**src/rtl/cgra_cfg_pkg.sv**
```systemverilog
// Shared types for the CGRA config-stream loader.
//   cfg_state_e : loader session state
//   cfg_beat_t  : one host beat (address, data, last-of-session flag)
//   CFG_NOP_ADDR: reserved address, beats carrying it are dropped
package cgra_cfg_pkg;

    localparam int CFG_ADDR_W = 32;
    localparam int CFG_DATA_W = 32;

    localparam logic [CFG_ADDR_W-1:0] CFG_NOP_ADDR = '0;

    typedef enum logic [1:0] {
        IDLE   = 2'd0,
        LOAD   = 2'd1,
        SETTLE = 2'd2,
        DONE   = 2'd3
    } cfg_state_e;

    typedef struct packed {
        logic [CFG_ADDR_W-1:0] addr;
        logic [CFG_DATA_W-1:0] data;
        logic                  last;
    } cfg_beat_t;

endpackage

```
**src/rtl/cfg_fifo.sv**
```systemverilog
// Synchronous FIFO of cfg_beat_t.
//   clk_in, reset_in_n : clock, async active-low reset (flushes pointers)
//   push, din          : write a beat (ignored when full)
//   pop, dout          : dout is the head beat; pop advances (ignored when empty)
//   full, empty        : registered-pointer status, no push/pop bypass
module cfg_fifo
    import cgra_cfg_pkg::*;
#(
    parameter int DEPTH = 4
) (
    input  logic      clk_in,
    input  logic      reset_in_n,
    input  logic      push,
    input  cfg_beat_t din,
    input  logic      pop,
    output cfg_beat_t dout,
    output logic      full,
    output logic      empty
);

    localparam int IW = $clog2(DEPTH);
    localparam logic [IW:0] PTR_ONE = 1;

    // One extra pointer bit: equal indices with differing MSBs means full.
    logic [IW:0] wr_ptr_q, wr_ptr_d;
    logic [IW:0] rd_ptr_q, rd_ptr_d;
    cfg_beat_t   mem_q [DEPTH];

    assign empty = (wr_ptr_q == rd_ptr_q);
    assign full  = (wr_ptr_q[IW] != rd_ptr_q[IW]) &&
                   (wr_ptr_q[IW-1:0] == rd_ptr_q[IW-1:0]);
    assign dout  = mem_q[rd_ptr_q[IW-1:0]];

    always_comb begin
        wr_ptr_d = wr_ptr_q;
        rd_ptr_d = rd_ptr_q;
        if (push && !full) wr_ptr_d = wr_ptr_q + PTR_ONE;
        if (pop && !empty) rd_ptr_d = rd_ptr_q + PTR_ONE;
    end

    always_ff @(posedge clk_in or negedge reset_in_n) begin
        if (!reset_in_n) begin
            wr_ptr_q <= '0;
            rd_ptr_q <= '0;
        end else begin
            wr_ptr_q <= wr_ptr_d;
            rd_ptr_q <= rd_ptr_d;
        end
    end

    // Storage needs no reset: pointers define what is valid.
    always_ff @(posedge clk_in) begin
        if (push && !full) mem_q[wr_ptr_q[IW-1:0]] <= din;
    end

endmodule

```
**src/rtl/cgra_config_loader.sv**
```systemverilog
// Config-stream front end for the CGRA config_addr_in/config_data_in bus.
//   clk_in, reset_in_n      : clock, async active-low reset
//   start_in                : pulse, starts a session from IDLE or DONE
//   cfg_valid_in/ready_out  : host beat handshake; cfg_addr/data/last_in carry the beat
//   config_addr/data_out    : replayed writes, addr 0 when idle
//   config_done_out         : session finished and bus settled
//   busy_out                : LOAD or SETTLE
//   err_out                 : an addr-0 beat was seen this session
//   write_count_out         : writes issued this session, saturating
module cgra_config_loader
    import cgra_cfg_pkg::*;
#(
    parameter int ADDR_W        = CFG_ADDR_W,
    parameter int DATA_W        = CFG_DATA_W,
    parameter int FIFO_DEPTH    = 4,
    parameter int SETTLE_CYCLES = 2
) (
    input  logic              clk_in,
    input  logic              reset_in_n,
    input  logic              start_in,
    input  logic              cfg_valid_in,
    output logic              cfg_ready_out,
    input  logic [ADDR_W-1:0] cfg_addr_in,
    input  logic [DATA_W-1:0] cfg_data_in,
    input  logic              cfg_last_in,
    output logic [ADDR_W-1:0] config_addr_out,
    output logic [DATA_W-1:0] config_data_out,
    output logic              config_done_out,
    output logic              busy_out,
    output logic              err_out,
    output logic [15:0]       write_count_out
);

    localparam int SW = $clog2(SETTLE_CYCLES + 1);

    cfg_state_e        state_q, state_d;
    logic [ADDR_W-1:0] addr_q, addr_d;
    logic [DATA_W-1:0] data_q, data_d;
    logic [15:0]       wcnt_q, wcnt_d;
    logic              err_q, err_d;
    logic              last_seen_q, last_seen_d;
    logic [SW-1:0]     settle_q, settle_d;

    logic      fifo_push, fifo_pop, fifo_full, fifo_empty;
    cfg_beat_t beat_in, beat_head;

    assign beat_in = '{addr: cfg_addr_in, data: cfg_data_in, last: cfg_last_in};

    assign cfg_ready_out = (state_q == LOAD) && !fifo_full && !last_seen_q;
    assign fifo_push     = cfg_valid_in && cfg_ready_out;

    cfg_fifo #(
        .DEPTH (FIFO_DEPTH)
    ) u_fifo (
        .clk_in     (clk_in),
        .reset_in_n (reset_in_n),
        .push       (fifo_push),
        .din        (beat_in),
        .pop        (fifo_pop),
        .dout       (beat_head),
        .full       (fifo_full),
        .empty      (fifo_empty)
    );

    always_comb begin
        state_d     = state_q;
        addr_d      = '0;          // bus returns to idle unless a write is issued
        data_d      = data_q;      // data holds through idle cycles
        wcnt_d      = wcnt_q;
        err_d       = err_q;
        last_seen_d = last_seen_q;
        settle_d    = settle_q;
        fifo_pop    = 1'b0;

        case (state_q)
            IDLE, DONE: begin
                if (start_in) begin
                    state_d     = LOAD;
                    wcnt_d      = '0;
                    err_d       = 1'b0;
                    last_seen_d = 1'b0;
                end
            end
            LOAD: begin
                if (fifo_push && cfg_last_in) last_seen_d = 1'b1;
                if (!fifo_empty) begin
                    fifo_pop = 1'b1;
                    if (beat_head.addr != CFG_NOP_ADDR) begin
                        addr_d = beat_head.addr;
                        data_d = beat_head.data;
                        if (wcnt_q != 16'hFFFF) wcnt_d = wcnt_q + 16'd1;
                    end else begin
                        err_d = 1'b1;
                    end
                    if (beat_head.last) begin
                        state_d  = SETTLE;
                        settle_d = '0;
                    end
                end
            end
            SETTLE: begin
                // First SETTLE cycle still shows the final write; the next
                // SETTLE_CYCLES cycles are the idle ones that are counted.
                if (settle_q == SW'(SETTLE_CYCLES)) begin
                    state_d = DONE;
                end else begin
                    settle_d = settle_q + SW'(1);
                end
            end
            default: state_d = IDLE;
        endcase
    end

    always_ff @(posedge clk_in or negedge reset_in_n) begin
        if (!reset_in_n) begin
            state_q     <= IDLE;
            addr_q      <= '0;
            data_q      <= '0;
            wcnt_q      <= '0;
            err_q       <= 1'b0;
            last_seen_q <= 1'b0;
            settle_q    <= '0;
        end else begin
            state_q     <= state_d;
            addr_q      <= addr_d;
            data_q      <= data_d;
            wcnt_q      <= wcnt_d;
            err_q       <= err_d;
            last_seen_q <= last_seen_d;
            settle_q    <= settle_d;
        end
    end

    assign config_addr_out = addr_q;
    assign config_data_out = data_q;
    assign config_done_out = (state_q == DONE);
    assign busy_out        = (state_q == LOAD) || (state_q == SETTLE);
    assign err_out         = err_q;
    assign write_count_out = wcnt_q;

endmodule
```
**config.mk**
```make
export PLATFORM = sky130hd
export DESIGN_NAME = cgra_config_loader
export DESIGN_NICKNAME = d
export VERILOG_FILES = /design/src/rtl/cgra_cfg_pkg.sv /design/src/rtl/cfg_fifo.sv /design/src/rtl/cgra_config_loader.sv
export SDC_FILE = /design/constraint.sdc
export NUM_CORES = 1
export LEC_CHECK = 0
export ABC_CLOCK_PERIOD_IN_PS = 4500
export CORE_ASPECT_RATIO = 1.2
export CORE_UTILIZATION = 58
export CTS_BUF_LIST = sky130_fd_sc_hd__clkbuf_8
export CTS_CLUSTER_DIAMETER = 120
export DETAILED_ROUTE_END_ITERATION = 10
export PLACE_DENSITY = 0.82
export REMOVE_ABC_BUFFERS = 1
export SLEW_MARGIN = 10
export SYNTH_ARGS = -nofsm -noshare
export SYNTH_HDL_FRONTEND = slang
export SYNTH_SLANG_ARGS = --single-unit
```
**constraint.sdc**
```tcl
create_clock -name clk_in -period 4.5 [get_ports clk_in]
set_input_delay 0.9 -clock clk_in [delete_from_list [all_inputs] [get_ports clk_in]]
set_output_delay 0.9 -clock clk_in [all_outputs]
set_load 0.1 [all_outputs]
```
==> results.tsv <==
stage	metric	value	unit
pwr	Sw Ratio	0.396	
routing	Via-to-Cell Ratio	5.76	
place	placed cell area	0.0154	mm2
grt	GRT overflow	0	
routing	wirelength, routed	26300	um
pwr	sequential power share	0.378	
cts	later-pin clock latency in the skew report	570	ps
logic_synthesis	FF+latch count, synth	352	
die	DIE AREA	0.0239	mm2
die	Core Rows	60	
finish	layout cells sized above 1	0.200	
cts	clock sinks	352	
logic_synthesis	cells after synthesis	687	
routing	DRC	0	
timing	Worst Max-Slew Pin Slew	1060	ps
die	Die Y	169	um
grt	first-pass GRT wire length	40900	um
timing	clock skew	19.8	ps
worst_setup_path	Worst Path Required	3600	ps
timing	Fin. Hold Viols	0	
timing	Final Setup Violations	0	
finish	area delta synth->final	21.3	%
grt	maximum number of pins on one net before global-route repair	69	
cts	postcts setup bufs	0	
pwr	Tot Pwr	11.9	mW
hold_path	worst hold path class	in2async	
cts	H-tree depth	2	
cts	CTS buffer count	50	
die	Core ar.	0.0227	mm2
logic_synthesis	Distinct cells, synth	46	
pwr	Int Pwr	7.21	mW
cts	Max clock buf depth	3	
pwr	Comb power frac	0.412	
pwr	Cell Pwr Density	728	mW/mm2
logic_synthesis	Synth Flop Type	edfxtp_1	
place	dpl hpwl	15800	um
logic_synthesis	Yosys top cell by area	edfxtp_1	
timing	Setup TNS	0	ps
routing	DRT antenna net count	0	
timing	final setup margin	863	ps
routing	routed wire length per instance	21.5	um
timing	relative slew slack	0.291	
die	die span in x	141	um
logic_synthesis	yosys warns	0	
worst_setup_path	CP Capture Type	output port	
cts	CTS Root Cell	clkbuf_8	
timing	RSZ-0062 raised after global routing	false	
finish	nets@finish	952	
place	Final Wtd Congestion	0.864	
pwr	leakage	5.86	nW
timing	final period utilization	0.808	
logic_synthesis	Synth top area share	0.578	
flow_run	max_cap viols	0	
logic_synthesis	Avg Inst Size Synth	19.7	um2
worst_setup_path	Worst Setup Start Kind	register	
cts	CTS hold repair buffers	0	
logic_synthesis	Synth Cell Area	0.0135	mm2
pwr	net switching power figure	4.73	mW
routing	via count	7051	
routing	Iter 0 DRT Violations	504	
routing	DRT Pass-1 Iters	5	
timing	Final Critical Period	3640	ps
grt	initial antenna violation count	2	
timing	fin. max-slew vios	0	
cts	CTS tree	built	
place	pre-CTS setup slack	833	ps
place	IO Port Bufs	152	
die	initial core utilization	0.596	
worst_setup_path	Crit Path Category	reg2out	
logic_synthesis	Post-synth EDFFs	260	
logic_synthesis	register area share after synthesis	0.748	
finish	Final Util	0.723	
run_status	status	complete, no violations	
timing	hold_ws	491	ps
place	Cells after DPL	1130	
logic_synthesis	Async S/R FF share, synth	0.261	
worst_setup_path	Critical Path AT	2740	ps
finish	number of inserted diodes	0	
timing	Max Fclk	275	MHz
pwr	VDD IR-drop max	488	uV
logic_synthesis	Area contributors post-synth	edfxtp_1, dfrtp_1, mux4_2	
pwr	clock network power share	0.211	
finish	Layout Cells excl Fill	1224	
cts	PostCTS Resize Cnt	0	
grt	total track usage	0.230	
worst_setup_path	critical-path maximum fanout	52	
grt	vias in the first global route	7407	
cts	CTS clk-pin slew, worst paths	70	ps
die	num ports	153	
finish	fin area	0.0164	mm2
==> final cells by class <==
type                            instances  area (um2)
Clock buffer                           56         771
Clock inverter                         38         253
Fill cell                            1351        6280
Inverter                               15        56.3
Multi-Input combinational cell        294        3220
Sequential cell                       352       10100
Tap cell                              310         388
Timing Repair Buffer                  159        1580
==> cells in the final DEF (no fill, tap or decap), types with 11 or more instances in the layout <==
cell type        netlist  layout
edfxtp_1             260     260
clkdlybuf4s50_1        0     150
dfrtp_1               92      90
mux4_2                65      65
clkbuf_8               0      56
nand2_1               35      35
and2_1                34      34
inv_1                 15      30
mux2_4                28      28
nand3_1               18      18
clkinv_1               0      15
nor4_1                11      11
ha_1                  11      11
==> cell usage after synthesis, types with 3 or more instances <==
cell type and count:
inv_1 15, mux2_4 28, dfrtp_1 92, nor4_1 11, edfxtp_1 260, xnor2_1 6, or4_1 8, o211ai_1 7
nor2_1 8, o311ai_0 3, nand2_1 35, buf_1 4, buf_6 6, ha_1 11, and3_1 6, clkbuf_1 12
mux2i_1 4, a21oi_1 5, o311a_1 3, nand3_1 18, nand4_1 3, and2_1 34, mux2_2 4, mux4_2 65
or4b_2 4, o21ai_0 8
==> power by group through the flow <==
stage / sequential [mW] / combinational [mW] / clock (mW)
finish: 4.51 / 4.92 / 2.51
global route: 4.56 / 5.15 / 2.69
CTS: 4.51 / 4.96 / 2.55
detailed placement: 4.56 / 4.96 / 0
global placement: 4.53 / 4.84 / 0
floorplan: 6.25 / 2.05 / 0
==> state kept, by name, summed over array words and instances, names as in the netlist <==
register,cells
u_fifo.wr_ptr_q,3
err_out,1
write_count_out,16
config_data_out,32
state_q,2
settle_q,2
last_seen_q,1
u_fifo.mem_q,260
config_addr_out,32
u_fifo.rd_ptr_q,3
==> routing by layer <==
layer	track usage	share of wire
met2	0.393	0.51
met4	0.0865	0.029
met5	0	0.00072
met3	0.0443	0.062
met1	0.293	0.39
==> cells by family after synthesis <==
kind of cell             count (synthesis)  share of synthesized area
adder cells (fa/ha/maj)                 11                     0.0102
XOR/XNOR                                 7                    0.00454
flip-flops                             352                      0.748
AND/OR/NAND/NOR                        134                     0.0544
buffers and inverters                   41                     0.0155
AO/OA/AOI/OAI                           41                     0.0216
multiplexers                           101                      0.146
==> path summary, 6_finish.rpt <==
| path | startpoint | end | slack (ps) | cells after the start |
|---|---|---|---|---|
| max | u_fifo.rd_ptr_q[1] | cfg_ready_out | 860 | 5 |
| max in group asynchronous | reset_in_n | config_addr_out[22] | 3080 | 2 |
| max reg2reg | u_fifo.rd_ptr_q[0] | config_data_out[27] | 870 | 8 |
| min | reset_in_n | settle_q[0] | 490 | 1 |
| min in group clk_in | u_fifo.wr_ptr_q[2] | u_fifo.wr_ptr_q[2] | 490 | 1 |
| min reg2reg | u_fifo.wr_ptr_q[2] | u_fifo.wr_ptr_q[2] | 490 | 1 |
==> critical path, stage by stage (launching register included) <==
cell and delay, ps:
dfrtp_4 940, buf_4 420, xnor2_1 180, nand2_1 70
o211a_1 290, buf_4 260
Note: power is estimated with default switching activity, not from simulation.
